**src/rtl/jtsdram_pattern.sv**
```systemverilog
// Deterministic test pattern: address folded to DW bits, xored with the
// seed rotated left by the bank number.
module jtsdram_pattern #(
  parameter int AW  = 22,
  parameter int BAW = 2,
  parameter int DW  = 16
) (
  input  logic [BAW-1:0] ba,
  input  logic [AW-1:0]  addr,
  input  logic [DW-1:0]  seed,
  output logic [DW-1:0]  pat
);

  logic [DW-1:0] rot;

  // Rotation done on a doubled seed so a zero rotate needs no special case.
  always_comb begin
    rot = DW'(({seed, seed} << (int'(ba) % DW)) >> DW);
    pat = DW'(addr) ^ DW'(addr >> DW) ^ rot;
  end

endmodule

```
**config.mk**
```make
export PLATFORM = sky130hd
export DESIGN_NAME = jtsdram_pattern
export DESIGN_NICKNAME = d
export VERILOG_FILES = /design/src/rtl/jtsdram_pattern.sv
export SDC_FILE = /design/constraint.sdc
export NUM_CORES = 1
export LEC_CHECK = 0
export CAP_MARGIN = 0
export CORE_ASPECT_RATIO = 1.1
export CORE_UTILIZATION = 33
export DETAILED_ROUTE_END_ITERATION = 10
export PLACE_DENSITY = 0.89
export SYNTH_ARGS = -nofsm -noshare
export SYNTH_HDL_FRONTEND = slang
export SYNTH_SLANG_ARGS = --single-unit
```
**constraint.sdc**
```tcl
create_clock -name vclk -period 3.19
set_input_delay 0.957 -clock vclk [all_inputs]
set_output_delay 0.957 -clock vclk [all_outputs]
set_load 0.05 [all_outputs]
```
# ---- Yosys cells after proc, flatten, opt, wreduce, memory -nomap -nowiden
# Cells that the tools add are included.
# W data, S select, Z words.
dict set report word_totals {
  reg_bits 0
  inputBits 40
  output_inout_bits 16
  wordCells 3
}
dict set report classes {
  n_shift 1
  bitwise_logic 2
}
# op count
set op_table {}
lappend op_table {{$shl A32 B2 Y32} 1}
lappend op_table {{$xor A16 B16 Y16} 1}
lappend op_table {{$xor A16 B6 Y16} 1}

# ---- Depth between registers and ports, before layout
# Gate-level depths: netlist of run 1.
dict set report depth {
  word_depth 2
  mapped_depth 4
  mapped_depth_nobuf 2
}

# ---- Worst setup path after synthesis of run 1
# OpenSTA, ideal clock, no wires.
dict set report synth_path {
  path_type {input port to output port}
  startpoint {input port ba[0]}
  endpoint {output port pat[0]}
  arrival_ns 2.553
  required_time_ns 2.233
  slack_ns -0.320
  cell_stages 4
  path_buffers 2
  cell_sequence {buf_6 buf_12 mux4_2 xnor2_1}
}
dict set report synth_between {
  elab_chain_len 2
}
# element line_no
set synth_lines {}
lappend synth_lines {{start, declared} 8} ;# input logic [BAW-1:0] ba,
lappend synth_lines {{$shl A32 B2 Y32} 18} ;# rot = DW'(({seed, seed} << (int'(ba) % DW)) >> DW);
lappend synth_lines {{$xor A16 B16 Y16} 19} ;# pat = DW'(addr) ^ DW'(addr >> DW) ^ rot;
lappend synth_lines {{end, declared} 11} ;# output logic [DW-1:0] pat
# Every way passes these cells.

# ---- Worst setup path after layout of run 1
dict set report layout_path {
  startpoint {input port ba[0]}
  endpoint {output port pat[2]}
}
# Same word-level chain as after synthesis.

==> impl_metrics.ini, run 1 <==
[sta]
max_slew_margin_pct = 68.70
finalSetupViolCount = 0
rsz0062_at_grt = false
tightestPinTransition_ns = 0.4661
final-hold-violation-count = 0
min_period_over_period_pct = 98.53
fin_hold_ws_ns = 2.643
setup_ws_ns = 0.04689
max_freq_mhz = 318.2
final_max_slew_viol_count = 0
post-route-min-period_ns = 3.143

[global_route]
busiest_layer = met2
grt_util_met2_pct = 42.12
grt.met3_usage_pct = 1.509
grt_pass1_vias = 625
grt_pass1_wl_mm = 3.125
antenna_found_initial = 0
met1_usage_pct = 26.73
grt_overflow_total = 0
grt_max_degree = 16
grt_use_total_pct = 20.93

[status]
failed_checks = design-rule violations
status = finished, violations left

[critical_path]
path_buf_inv = 3
slowest_stage = mux4_2
cp-end-kind = output pin
critPathTopFamily = multiplexers
cp_max_fo = 8
worstPathRequired_ns = 2.23
critical_path_class = in -> out
crit_start = ba[0]
slowest_delay_ns = 0.57
cp_cell_sequence = buf_2 > buf_12 > mux4_2 > xnor2_4 > buf_12
worst_path_most_repeated_cell = buf_12
start_kind = input pin
cp.arrival_ns = 2.19

[synth]
yosys_warnings = 0
synthCells = 42
ys_types = 7
avgSynthCellArea_um2 = 14.78
synth_common_cells = xnor2_1, xor2_1, mux4_2, mux4_1, buf_2
synth.top_cell.area_share_pct = 32.66
synth_area_um2 = 620.6
yosysTopAreaCell = mux4_2
syn-num-nets = 82
ys_seq_area_share_pct = 0
yosys-top-cells-area = mux4_2, mux4_1, xnor2_1
synth.most_common_cell = xnor2_1

[layout]
area_delta_synth_final_pct = 142.5
ff_latch_area_um2 = 0
nets = 139
n_antenna_cell = 0
layout-drive-gt1-share_pct = 53.61
fin_util_pct = 84.48
clockBufferCount = 0
seq_cells = 0
fillers = 95
stdcell_count = 115

[route]
drc = 10
wl_per_cell_um = 17.17
wl_mm = 1.974
antenna_left = 0
drtIter0Drc = 21
firstDrtPassIters = 7
vias = 612
viasPerCell = 5.322

[floorplanning]
core-area_mm2 = 0.001782
fp.dieH_um = 47.48
top_level_ports = 56
dieArea_mm2 = 0.002058
start_util_pct = 34.83
num_rows = 16
die_w_um = 43.35

[place]
place_congestion = 0.6806
place_ws_ns = -0.3947
dp_hpwl_mm = 1.721
dp_cells = 114
numPortBuffers = 56

[clock_network]
cts_setup_buffers = 0
hold_buffers = 0

[flow_run]
max-cap-violations = 0

[power]
power.density_mw_per_mm2 = 323.0
ir_worst_vdd_v = 0.0001928
power_leakage_uw = 0.0005815

[hold_path]
hold_class = in -> out
holdPathEnd = pat[15]
min_path_cells = 3
hp-start = addr[15]
==> final cells by class <==
cell class	count	area (um^2)	area share, %
Tap cell	18	22.52	1.496
Multi-Input combinational cell	38	729.5	48.46
Timing Repair Buffer	59	753.2	50.04
==> through the flow <==
stage / total power (uW) / area (um^2) / TNS, ns
after floorplan: 258.8 / 797.0 / -0.01563
after detailed placement: 489.2 / 1526 / -5.428
after CTS: 490.3 / 1505 / 0
after global placement: 482.1 / 1526 / -5.123
final: 486.2 / 1505 / 0
after global routing: 505.2 / 1505 / 0
==> logic make-up after synthesis <==
| kind of cell | after synthesis | share of synthesized area, % |
|---|---|---|
| XOR/XNOR | 22 | 31.05 |
| buffers and inverters | 4 | 6.653 |
| multiplexers | 16 | 62.30 |
==> layout by cell type, fill, tap and decap left out <==
master,n
buf_12,17
buf_16,1
buf_2,1
buf_6,1
clkdlybuf4s50_1,22
dlygate4sd2_1,17
mux4_2,16
xnor2_1,6
xnor2_2,1
xnor2_4,5
xor2_2,10
==> where the power goes <==
part / switching, uW / total, uW / internal, uW
combinational: 230 / 486 / 256
sequential: 0 / 0 / 0
clock: 0 / 0 / 0
==> how the worst max path moves through the flow <==
stage | endpoint | cells past startpoint
after global placement | pat[9] | 5
after floorplan | pat[0] | 4
after CTS | pat[5] | 5
after global routing | pat[2] | 5
final | pat[2] | 5
after detailed placement | pat[6] | 5
==> metal layers <==
metal  part of all wire (%)  vias to the layer above
met3                    7.3                        0
met2                     58                       32
met5                      0                        -
li1                       -                      274
met1                     35                      306
met4                      0                        0
==> timing repair <==
action	CTS	global route
setup endpoints to repair	16	1
pin swaps	9	1
cloned	1	0
gates resized for setup	30	0
No activity file was read; power rests on OpenSTA's default activity.
==> run 2: changes to the inputs <==
- CAP_MARGIN: 0 -> unset
==> results of run 2 <==
Final layout, timing and power as in run 1 (identical DEF).
==> run 3: changes to the inputs <==
- RECOVER_POWER: unset -> 50
==> run 3 against run 2 <==
  * Sequential share of layout area stayed put
  * Critical endpoint unchanged
  * Hold slack better by 0.0062 ns
  * Sequential cell count stayed put
  * Largest power group unchanged
  * Power is 5.4% lower
  * Cell count stayed put
  * Die area stayed put
  * Critical path depth stayed put
  * The run still ends with design-rule violations left
  * Core utilization is 2.8 points lower
  * Design area is 3.3% lower
  * Fmax hardly changed
  * Count of clock-buffer cells in the layout stayed put
==> impl_metrics.ini, run 3 (synthesized netlist as in run 1, its figures left out) <==
[layout]
n_antenna_cell = 0
clockBufferCount = 0
stdcell_count = 115
seq_cells = 0
ff_latch_area_um2 = 0
area_delta_synth_final_pct = 134.5
nets = 139
final_cell_mix = clkdlybuf4s50_1, dlygate4sd2_1, mux4_2, buf_12, xor2_2
layout_commonest_cell = clkdlybuf4s50_1
layout-drive-gt1-share_pct = 53.61
fin_area_mm2 = 0.001455

[clock_network]
hold_buffers = 0
cts_setup_buffers = 0

[sta]
rsz0062_at_grt = false
fin_hold_ws_ns = 2.649
max_slew_margin_pct = 68.72
max_freq_mhz = 318.2
finalSetupViolCount = 0
final_max_slew_viol_count = 0
setup_ws_ns = 0.04733
setup_tns_ns = 0
min_period_over_period_pct = 98.52
post-route-min-period_ns = 3.143
tightestPinTransition_ns = 0.4659
final-hold-violation-count = 0

[critical_path]
start_kind = input pin
slowest_delay_ns = 0.56
cp_max_fo = 8
worst_path_most_repeated_cell = buf_12
cp_cell_sequence = buf_2 > buf_12 > mux4_2 > xnor2_4 > buf_12
cp.arrival_ns = 2.19
path_buf_inv = 3
critical_path_class = in -> out
cp-end-kind = output pin
slowest_stage = mux4_2
worstPathRequired_ns = 2.23
critPathTopFamily = multiplexers

[route]
drtIter0Drc = 21
antenna_left = 0
viasPerCell = 5.330
vias = 613
wl_mm = 1.979
firstDrtPassIters = 7
wl_per_cell_um = 17.21
drc = 10

[place]
dp_cells = 114
place_area_mm2 = 0.001526
dp_hpwl_mm = 1.721
place_congestion = 0.6806
numPortBuffers = 56
place_ws_ns = -0.3947

[global_route]
grt_max_degree = 16
grt_pass1_wl_mm = 3.125
grt_use_total_pct = 20.93
grt_pass1_vias = 625
grt_overflow_total = 0
antenna_found_initial = 0

[power]
p_comb_share_pct = 100.0
switching_share_pct = 49.07
power_leakage_uw = 0.0005625
power.density_mw_per_mm2 = 316.0
ir_worst_vdd_v = 0.0001841
p_int_uw = 234.1
p_seq_share_pct = 0
clock_power_share_pct = 0
p_sw_uw = 225.6

[hold_path]
min_path_cells = 3
hold_class = in -> out
holdPathEnd = pat[10]
hp-start = addr[10]

[floorplanning]
start_util_pct = 34.83
num_rows = 16
core-area_mm2 = 0.001782
dieArea_mm2 = 0.002058
top_level_ports = 56
fp.dieH_um = 47.48
die_w_um = 43.35

[status]
failed_checks = design-rule violations
status = finished, violations left

[flow_run]
max-cap-violations = 0
## run 3: changes by cell type in the layout (fill, tap and decap cells not counted)
cell	previous run	this run
buf_12	17	13
clkbuf_4	0	3
buf_4	0	1
## run 3: how the worst max path moves through the flow
stage               start      to  cells past startpoint
floorplan           ba[0]  pat[0]                      4
global placement    ba[0]  pat[9]                      5
detailed placement  ba[0]  pat[6]                      5
CTS                 ba[0]  pat[5]                      5
global route        ba[0]  pat[2]                      5
finish              ba[0]  pat[2]                      5
## run 3: per-layer routing
metal / GRT usage, % / up-vias / wire length, um
met1: 26.73 / 307 / 703
met5: 0 / - / 0
met2: 42.12 / 32 / 1131
met3: 1.509 / 0 / 144
met4: 0 / 0 / 0
li1: - / 274 / -
## run 3: tightest hold or removal path, delay by kind of cell
family	cells	cell delay, ns
XOR/XNOR	1	0.09
buffers and inverters	2	0.64
## run 3: timing repair
action | in CTS | in global routing
cloned | 1 | 0
setup endpoints to repair | 16 | 1
resized for setup | 30 | 0
pin swaps | 9 | 1
## run 3: power by group through the flow
| stage | sequential (uW) | combinational [uW] | clock [uW] |
|---|---|---|---|
| floorplan | 0 | 259 | 0 |
| global placement | 0 | 482 | 0 |
| detailed placement | 0 | 489 | 0 |
| CTS | 0 | 490 | 0 |
| global route | 0 | 478 | 0 |
| finish | 0 | 460 | 0 |
## run 3: final cells by class
class | count | area [um^2]
multi-input combinational | 38 | 729.5
timing repair buffer | 59 | 703.2
fill | 103 | 326.6
tap | 18 | 22.52
## run 3: per-stage QoR
step / util [%] / power [uW]
2_1_floorplan: - / 258.8
3_3_place_gp: 85.67 / 482.1
3_5_place_dp: 85.67 / 489.2
4_1_cts: 84.48 / 490.3
5_1_grt: 81.67 / 478.4
6_report: 81.67 / 459.8
==> patch: new RTL, flow settings as in run 2 <==
The parameter `BAW` goes from 2 to 1.
--- a/src/rtl/jtsdram_pattern.sv
+++ b/src/rtl/jtsdram_pattern.sv
@@ -4,3 +4,3 @@
   parameter int AW  = 22,
-  parameter int BAW = 2,
+  parameter int BAW = 1,
   parameter int DW  = 16
Ports: changed (resized ba); port bits go from 56 to 55. No check against the original RTL was run, so the function may have changed too.
==> patch against run 2 <==
  * Synthesized area is 38% lower
  * The run now fails in global placement
==> patch: results <==
group,metric,value,unit
synthesis,synth_area,384,um^2
synthesis,yosys_warnings,0,
synthesis,syn_nets,79,
synthesis,synth_top_cells_by_area,"mux2i_1 (42%), xnor2_1 (36%), xor2_1 (14%)",
run_status,firstError,"[ERROR GPL-0301] Utilization 101.085 % exceeds 100%.",
synthesis,synth-seq-area-share,0,%
place,port_buffers,55,
run_status,stop_stage,"global placement",
run_status,status,"stopped before the end",
synthesis,netlist_top_cells_count,"mux2i_1 (16), xnor2_1 (16), xor2_1 (6), buf_12 (1), buf_6 (1)",
synthesis,syn_inst,40,
synthesis,ys_types,5,
## patch: cell count changes after synthesis, sizes merged
| cell | run 2 | this run |
|---|---|---|
| xor2 | 10 | 6 |
| mux4 | 16 | 0 |
| xnor2 | 12 | 16 |
| buf | 4 | 2 |
| mux2i | 0 | 16 |
## patch: kinds of logic after synthesis
logic type / Yosys count / share of synthesized area, %
mux: 16 / 41.7
xor+xnor: 22 / 50.2
buf+inv: 2 / 8.14
